[config.mk]
export PLATFORM = sky130hd
export DESIGN_NAME = mem_arbiter
export DESIGN_NICKNAME = d
export VERILOG_FILES = /design/src/rtl/mem_arbiter_pkg.sv /design/src/rtl/mem_arbiter_rr_arb2.sv /design/src/rtl/mem_arbiter.sv
export SDC_FILE = /design/constraint.sdc
export NUM_CORES = 1
export LEC_CHECK = 0
export BUFFER_PORTS_ARGS = -buffer_cell sky130_fd_sc_hd__buf_2
export CORE_AREA = 3 3 210 212
export CTS_CLUSTER_DIAMETER = 30
export DETAILED_ROUTE_END_ITERATION = 8
export DIE_AREA = 0 0 213 215
export PLACE_DENSITY = 0.58
export SLEW_MARGIN = 10
export SYNTH_ARGS = -nofsm -noshare
export SYNTH_HDL_FRONTEND = slang
export SYNTH_SLANG_ARGS = --single-unit
[constraint.sdc]
create_clock -name clk -period 3 [get_ports clk]
set_clock_uncertainty 0.1 [all_clocks]
set_input_delay 0.3 -clock clk [delete_from_list [all_inputs] [get_ports clk]]
set_output_delay 0.3 -clock clk [all_outputs]
set_load 0.01 [all_outputs]
[src/rtl/mem_arbiter_pkg.sv]
// Shared definitions for the two-port memory arbiter: FSM encoding, owner ids,
// default response timeout and the write-mask issue rule.
package mem_arbiter_pkg;

    localparam logic [1:0] ST_IDLE = 2'd0;
    localparam logic [1:0] ST_REQ  = 2'd1;
    localparam logic [1:0] ST_WAIT = 2'd2;
    localparam logic [1:0] ST_RESP = 2'd3;

    localparam logic OWN_IFU = 1'b0;
    localparam logic OWN_LSU = 1'b1;

    localparam int unsigned TIMEOUT_CYC_DEF = 255;

    // Fetches and loads never write, so only an LSU store carries its mask.
    function automatic logic [7:0] issue_wmask(input logic owner, input logic we,
                                               input logic [7:0] wmask);
        return (owner == OWN_LSU && we) ? wmask : 8'h00;
    endfunction

endpackage

[src/rtl/mem_arbiter_rr_arb2.sv]
// Two-requester round-robin arbiter: a lone requester wins, a tie goes to the
// requester that was not granted last. Purely combinational, one-hot grant.
module rr_arb2
    import mem_arbiter_pkg::*;
(
    input  logic [1:0] req,
    input  logic       last_grant,
    output logic [1:0] gnt
);

    always_comb begin
        gnt = 2'b00;
        case (req)
            2'b01:   gnt = 2'b01;
            2'b10:   gnt = 2'b10;
            2'b11:   gnt = (last_grant == OWN_IFU) ? 2'b10 : 2'b01;
            default: gnt = 2'b00;
        endcase
    end

endmodule

[src/rtl/mem_arbiter.sv]
// Arbitrates instruction-fetch and load/store requests onto one memory port,
// one transaction at a time, with a response timeout in the WAIT state.
module mem_arbiter
    import mem_arbiter_pkg::*;
#(
    parameter int unsigned TIMEOUT_CYC = TIMEOUT_CYC_DEF
) (
    input  logic        clk,
    input  logic        rst,

    input  logic        ifu_req_valid,
    output logic        ifu_req_ready,
    input  logic [63:0] ifu_addr,
    output logic        ifu_resp_valid,
    output logic [63:0] ifu_rdata,
    output logic        ifu_resp_err,

    input  logic        lsu_req_valid,
    output logic        lsu_req_ready,
    input  logic        lsu_we,
    input  logic [63:0] lsu_addr,
    input  logic [63:0] lsu_wdata,
    input  logic [7:0]  lsu_wmask,
    output logic        lsu_resp_valid,
    output logic [63:0] lsu_rdata,
    output logic        lsu_resp_err,

    output logic        mem_req_valid,
    input  logic        mem_req_ready,
    output logic        mem_we,
    output logic [63:0] mem_addr,
    output logic [63:0] mem_wdata,
    output logic [7:0]  mem_wmask,
    input  logic        mem_resp_valid,
    input  logic [63:0] mem_rdata
);

    localparam logic [15:0] TIMER_LAST = 16'(TIMEOUT_CYC - 1);

    logic [1:0]  state_q, state_d;
    logic        owner_q, owner_d;
    logic        last_grant_q, last_grant_d;
    logic [63:0] addr_q, addr_d;
    logic        we_q, we_d;
    logic [63:0] wdata_q, wdata_d;
    logic [7:0]  wmask_q, wmask_d;
    logic [15:0] timer_q, timer_d;
    logic [63:0] rdata_q, rdata_d;
    logic        err_q, err_d;

    logic [1:0]  gnt;
    logic        handshake;
    logic        resp_active;

    rr_arb2 u_arb (
        .req        ({lsu_req_valid, ifu_req_valid}),
        .last_grant (last_grant_q),
        .gnt        (gnt)
    );

    // Readies are gated by rst so nothing is accepted while reset is held.
    assign ifu_req_ready = rst && (state_q == ST_IDLE) && gnt[0];
    assign lsu_req_ready = rst && (state_q == ST_IDLE) && gnt[1];
    assign handshake     = (ifu_req_valid && ifu_req_ready) || (lsu_req_valid && lsu_req_ready);

    always_comb begin
        state_d      = state_q;
        owner_d      = owner_q;
        last_grant_d = last_grant_q;
        addr_d       = addr_q;
        we_d         = we_q;
        wdata_d      = wdata_q;
        wmask_d      = wmask_q;
        timer_d      = timer_q;
        rdata_d      = rdata_q;
        err_d        = err_q;
        case (state_q)
            ST_IDLE: begin
                if (handshake) begin
                    owner_d      = gnt[1] ? OWN_LSU : OWN_IFU;
                    last_grant_d = gnt[1] ? OWN_LSU : OWN_IFU;
                    addr_d       = gnt[1] ? lsu_addr : ifu_addr;
                    we_d         = gnt[1] && lsu_we;
                    wdata_d      = (gnt[1] && lsu_we) ? lsu_wdata : 64'd0;
                    wmask_d      = issue_wmask(gnt[1], lsu_we, lsu_wmask);
                    state_d      = ST_REQ;
                end
            end
            ST_REQ: begin
                if (mem_req_ready) begin
                    timer_d = 16'd0;
                    state_d = ST_WAIT;
                end
            end
            ST_WAIT: begin
                // A response arriving on the expiry cycle still wins.
                if (mem_resp_valid) begin
                    rdata_d = we_q ? 64'd0 : mem_rdata;
                    err_d   = 1'b0;
                    state_d = ST_RESP;
                end else if (timer_q == TIMER_LAST) begin
                    rdata_d = 64'd0;
                    err_d   = 1'b1;
                    state_d = ST_RESP;
                end else begin
                    timer_d = timer_q + 16'd1;
                end
            end
            default: state_d = ST_IDLE;
        endcase
    end

    always_ff @(posedge clk or negedge rst) begin
        if (!rst) begin
            state_q      <= ST_IDLE;
            owner_q      <= OWN_IFU;
            last_grant_q <= OWN_IFU;
            addr_q       <= 64'd0;
            we_q         <= 1'b0;
            wdata_q      <= 64'd0;
            wmask_q      <= 8'h00;
            timer_q      <= 16'd0;
            rdata_q      <= 64'd0;
            err_q        <= 1'b0;
        end else begin
            state_q      <= state_d;
            owner_q      <= owner_d;
            last_grant_q <= last_grant_d;
            addr_q       <= addr_d;
            we_q         <= we_d;
            wdata_q      <= wdata_d;
            wmask_q      <= wmask_d;
            timer_q      <= timer_d;
            rdata_q      <= rdata_d;
            err_q        <= err_d;
        end
    end

    assign mem_req_valid = (state_q == ST_REQ);
    assign mem_we        = we_q;
    assign mem_addr      = addr_q;
    assign mem_wdata     = wdata_q;
    assign mem_wmask     = wmask_q;

    assign resp_active    = (state_q == ST_RESP);
    assign ifu_resp_valid = resp_active && (owner_q == OWN_IFU);
    assign lsu_resp_valid = resp_active && (owner_q == OWN_LSU);
    assign ifu_rdata      = ifu_resp_valid ? rdata_q : 64'd0;
    assign ifu_resp_err   = ifu_resp_valid && err_q;
    assign lsu_rdata      = lsu_resp_valid ? rdata_q : 64'd0;
    assign lsu_resp_err   = lsu_resp_valid && err_q;

endmodule

# ---- Word-level counts from Yosys, hierarchy flattened
# Cells that the tools add are included.
dict set report word_totals {
  register_bits 221
  output_inout_bits 272
  word_cells 63
}
dict set report classes {
  n_addsub 1
  n_eq_ne 12
  mux 22
  bitwise 1
  reduce_logical 18
}
# operator count
set op_table {}
lappend op_table {{two-way mux 64 bit} 7}
lappend op_table {{two-way mux 16 bit} 3}
lappend op_table {{one-hot mux 16 bit (2 select lines)} 1}
lappend op_table {{adder 16 x 1 -> 16 bit, second input constant} 1}
lappend op_table {{== test 16 x 8 -> 1 bit, second input constant} 1}
lappend op_table {{one-hot mux 2 bit (3 select lines)} 2}
lappend op_table {{logical AND 1 bit} 10}
lappend op_table {{two-way mux 2 bit} 5}
lappend op_table {{== test 2 bit, second input constant} 4}
lappend op_table {{two-way mux 8 bit} 1}
lappend op_table {{!= test 2 bit, second input constant} 3}
lappend op_table {{== test 2 x 1 -> 1 bit, second input constant} 2}
lappend op_table {{AND reduction 2 bit} 2}
lappend op_table {{AND reduction 4 bit} 1}
lappend op_table {{nonzero test 2 bit} 2}
lappend op_table {{two-way mux 1 bit} 3}
lappend op_table {{!= test 3 bit, second input constant} 1}
lappend op_table {{AND reduction 3 bit} 1}
lappend op_table {{zero test 2 bit} 1}
lappend op_table {{!= test 2 x 1 -> 1 bit, second input constant} 1}
lappend op_table {{logical OR 1 bit} 1}
lappend op_table {{inverter 1 bit} 1}

# ---- Longest topological paths before layout
dict set report depth {
  word_depth 7
  mapped_depth 9
}

# ---- Cells and area by module
# From an unflattened synthesis, not the netlist that was laid out.
dict set report unflattened {
  hier_cells 1017
  hier_area_um2 10169.8
}
# module instances cells_each area_per_inst_um2
set by_module_without_submodules {}
lappend by_module_without_submodules {mem_arbiter 1 1014 10151.0}
lappend by_module_without_submodules {rr_arb2 1 3 18.8}

# ---- Worst setup path after synthesis
# Ideal clock, no wire load.
dict set report synth_timing {
  kind {register to register}
  startpoint {reg timer_q[10]}
  endpoint {reg state_q[1]}
  setup_time_ps 125
  t_arrival_ps 1904
  required_time_ps 2775
  setup_slack_ps 872
  path_stages_with_launch 6
  path_buffers 0
  cell_sequence {dfrtp_1 -> or4_4 -> nor4b_4 -> nor2_1 -> a21oi_1 -> mux2_2}
}
dict set report synth_between {
  elab_chain_len 3
}
# item line_no
set synth_lines {}
lappend synth_lines {{start: declaration} mem_arbiter.sv:47} ;# logic [15:0] timer_q, timer_d;
lappend synth_lines {{start signal: assignment} mem_arbiter.sv:133} ;# timer_q <= timer_d;
lappend synth_lines {{== test 16 x 8 -> 1 bit} mem_arbiter.sv:101} ;# end else if (timer_q == TIMER_LAST) begin
lappend synth_lines {{!= test 3 bit (no line)} n/a}
lappend synth_lines {{AND reduction 3 bit (no line)} n/a}
lappend synth_lines {{end signal: assignment} mem_arbiter.sv:126} ;# state_q <= state_d;
lappend synth_lines {{end: declaration} mem_arbiter.sv:40} ;# logic [1:0] state_q, state_d;
# No other way between the ends.
# A chain may end at the register's enable or synchronous reset.

# ---- Final worst setup path
dict set report layout_timing {
  startpoint {reg state_q[0]}
  endpoint {out ifu_req_ready}
}
dict set report layout_between {
  elab_chain_len 3
}
# item line_no
set layout_lines {}
lappend layout_lines {{zero test 2 bit} mem_arbiter.sv:62} ;# assign ifu_req_ready = rst && (state_q == ST_IDLE) && gnt[0];
lappend layout_lines {{logical AND 1 bit (2 in a row)} mem_arbiter.sv:62}
lappend layout_lines {{end: declaration} mem_arbiter.sv:12} ;# output logic ifu_req_ready,
# No other way between the ends.

==> run metrics <==
status=finished clean; largest net degree at the start of global routing=~150; die width=roughly 210 µm; clock slew at reported path FFs=0.05 ns; Yosys top cell by area=dfrtp_1; num rows=75; number of synthesized flops with an enable pin=0; Tot GR Track Use=between 15 and 20%; WP data arrival=around 2.4 ns; main area contributors after synthesis=dfrtp_1, a22o_1, nand2_1; core box area=~42,000 µm²; RSZ-0062 raised after global routing=false; FF-to-FF Start=state_q[0]; CTS root buffer=clkbuf_16; crit path to=ifu_req_ready; Worst Setup Start Kind=flop; height of the chip=between 200 and 250 µm; commonest cells after routing, fill and taps aside=buf_2, dlygate4sd3_1, dfrtp_1, nand2_1, nor2_1; first-pass GRT wire length=approximately 64,000 µm; clock tree buffer depth=3; vias in the first global route=between 10,000 and 15,000; DRC=0; placed insts=2,042; Fin. Hold Viols=0; Mapped Avg Cell Area=a little under 10 µm²; Hold Slack=0.0527 ns; Least-Margin Pin Slew=around 1.1 ns; First-pass DRT Iterations=6; Crit path required time=around 2.6 ns; port buffer count=roughly 540; total number of vias=11,000; Hold Crit Class=in2async; Iter 0 DRT Violations=662; fmax=~350 MHz; die area=~46,000 µm²; fin cells=approximately 2,400; Worst VDD drop=around 0.75 mV; layout cell share with drive strength beyond 1=between 30% and 40%; initial antenna violation count=5; endpoints failing setup=0; sequential area share after synthesis=a little under three fifths; commonest non-fill, non-tap cell in the layout=buf_2; antenna-violating nets left=0; slew margin rel.=~28%; setup bufs post-CTS=0; Pwr Density=around 900 nW/µm²; Synth cell types=between 40 and 50; Syn Inst Count=1,029; CP Class=reg2out; Initial Utilization=about a quarter; Crit-path slowest cell=dfrtp_1; CTS tree=built; Final Max Tran Viols=0; r2r endpoint=mem_addr[39]; Clock Sinks=approximately 220; htree depth=2; Mapped Area=a little under 10,000 µm²; Final Core Density=around 42%; Lkg Pwr=between 9 and 10 nW; Final min period=approximately 2.8 ns; Via density=about 4.6; Worst R2R Path Depth=8; Yosys warning total=0; Layout area overhead=79.8%; CTS Buf Count=54; setup TNS=0 ns; worst path cell trace=inv_1 > ha_1 > and2_1 > nand3_2 > clkbuf_8 > inv_1 > buf_2; worst-skew pair later-pin latency=approximately 0.60 ns; FFs w/ async S/R, synth=between 90% and 100%; Final #Nets=~2,100; total grt overflow=0; maxcap violations=0; Tcrit/Tclk final=between 90% and 100%; ys flop type=dfrtp_1; reg-to-reg slack, setup=0.32 ns; kind of end point of the critical path=output pin; gpl congestion=approximately 0.8; Most common cell on crit path=inv_1; Syn Nets=1,307; wire per inst=about 17 µm; I/O Pins=roughly 540; Worst Setup SP=state_q[0]; Post-DP HPWL=about 28,000 µm; Critical Path Fanout Max=65; register bit total from synthesis=around 220; Post-Route WL=around 42,000 µm; post-synth top area share=approximately 56%; CP max stage delay=between 0.4 and 0.5 ns
[worst max-delay path, delay by kind of cell (launching register included)]
kind | cells | cell delay, ns
fa+ha+maj | 1 | 0.24
buf+inv | 4 | 0.77
flops | 1 | 0.45
simple gates | 2 | 0.34
[synth_stat cells, types with 2 or more instances]
cell type / n
o21ai_1: 68
ha_1: 7
or3_1: 6
a21o_1: 2
nand2b_1: 2
nand2_1: 149
o21ai_0: 5
dfrtp_1: 221
o22ai_1: 64
nor3b_1: 2
o311ai_0: 4
and4_1: 3
nand4_1: 3
a22o_1: 72
inv_1: 7
buf_6: 8
nor4_1: 5
mux2i_1: 4
or2_2: 2
nand3_1: 14
a21oi_1: 5
nor2_1: 138
nor3_1: 4
buf_1: 4
clkbuf_1: 71
buf_2: 2
and3_1: 67
mux2_2: 2
nor2b_1: 2
o211ai_1: 5
and2_1: 68
[logic make-up (layout without fill, tap and decap cells)]
logic type,count (synthesis),after routing,synth area share (%)
multiplexers,6,6,0.631
adder cells (fa/ha/maj),7,7,0.883
buffers and inverters,92,935,4.11
AND/OR/NAND/NOR,470,470,22.7
AO/OA/AOI/OAI,232,232,15.8
flip-flops,221,221,55.8
XOR/XNOR,1,1,0.0883
other,0,4,0
[sequential cells by signal, indices dropped and copies added, names as in the netlist]
| register | flops |
|---|---|
| err_q | 1 |
| last_grant_q | 1 |
| mem_addr | 64 |
| mem_wdata | 64 |
| mem_we | 1 |
| mem_wmask | 8 |
| rdata_q | 64 |
| state_q | 2 |
| timer_q | 16 |
[report_power, final]
group	internal (mW)	switching, mW
Clock	4.12	2.00
Combinational	2.15	2.80
Sequential	4.11	0.827
Total	10.4	5.62
[through the flow]
step,cell area [µm²],worst slack (ns),power [mW]
after floorplan,9920,0.872,7.32
after global placement,13200,0.527,9.35
after detailed placement,13200,0.436,9.48
after CTS,17800,0.103,16.1
after global routing,17800,0.00250,16.9
final,17800,0.181,16.0
[worst min path at each step]
stage / to / startpoint / slack (ns)
floorplan: err_q / rst / -0.1
global placement: rdata_q[6] / rst / 0.02
detailed placement: rdata_q[19] / rst / 0.03
CTS: rdata_q[10] / rst / 0.0006
global route: rdata_q[17] / rst / 0.02
finish: rdata_q[17] / rst / 0.05
[layout make-up]
cell class,instances,area (µm²)
inverters,7,26.3
fillers,3968,24300
multi-input cells,716,4030
flip-flops and latches,221,5530
well taps,539,674
clock inverters,38,508
repair buffers,826,5600
diodes,4,10.0
clock buffers,64,1460
[repair_timing]
item / in CTS / in global routing
resized for setup: 1 / 2
endpoints found under the setup margin: 1 / 8
cloned: 0 / 0
endpoints found under the hold margin: 423 / 0
hold buffers: 267 / 0
[metal layers]
| metal | track usage (%) | part of all wire [%] | vias up |
|---|---|---|---|
| met2 | 30.7 | 49 | 508 |
| met4 | 10.3 | 5.4 | 2 |
| li1 | - | - | 5200 |
| met1 | 18.8 | 38 | 5216 |
| met3 | 4.78 | 7.8 | 122 |
| met5 | 0 | 0.031 | - |
Power figures use the tool's default switching activity.
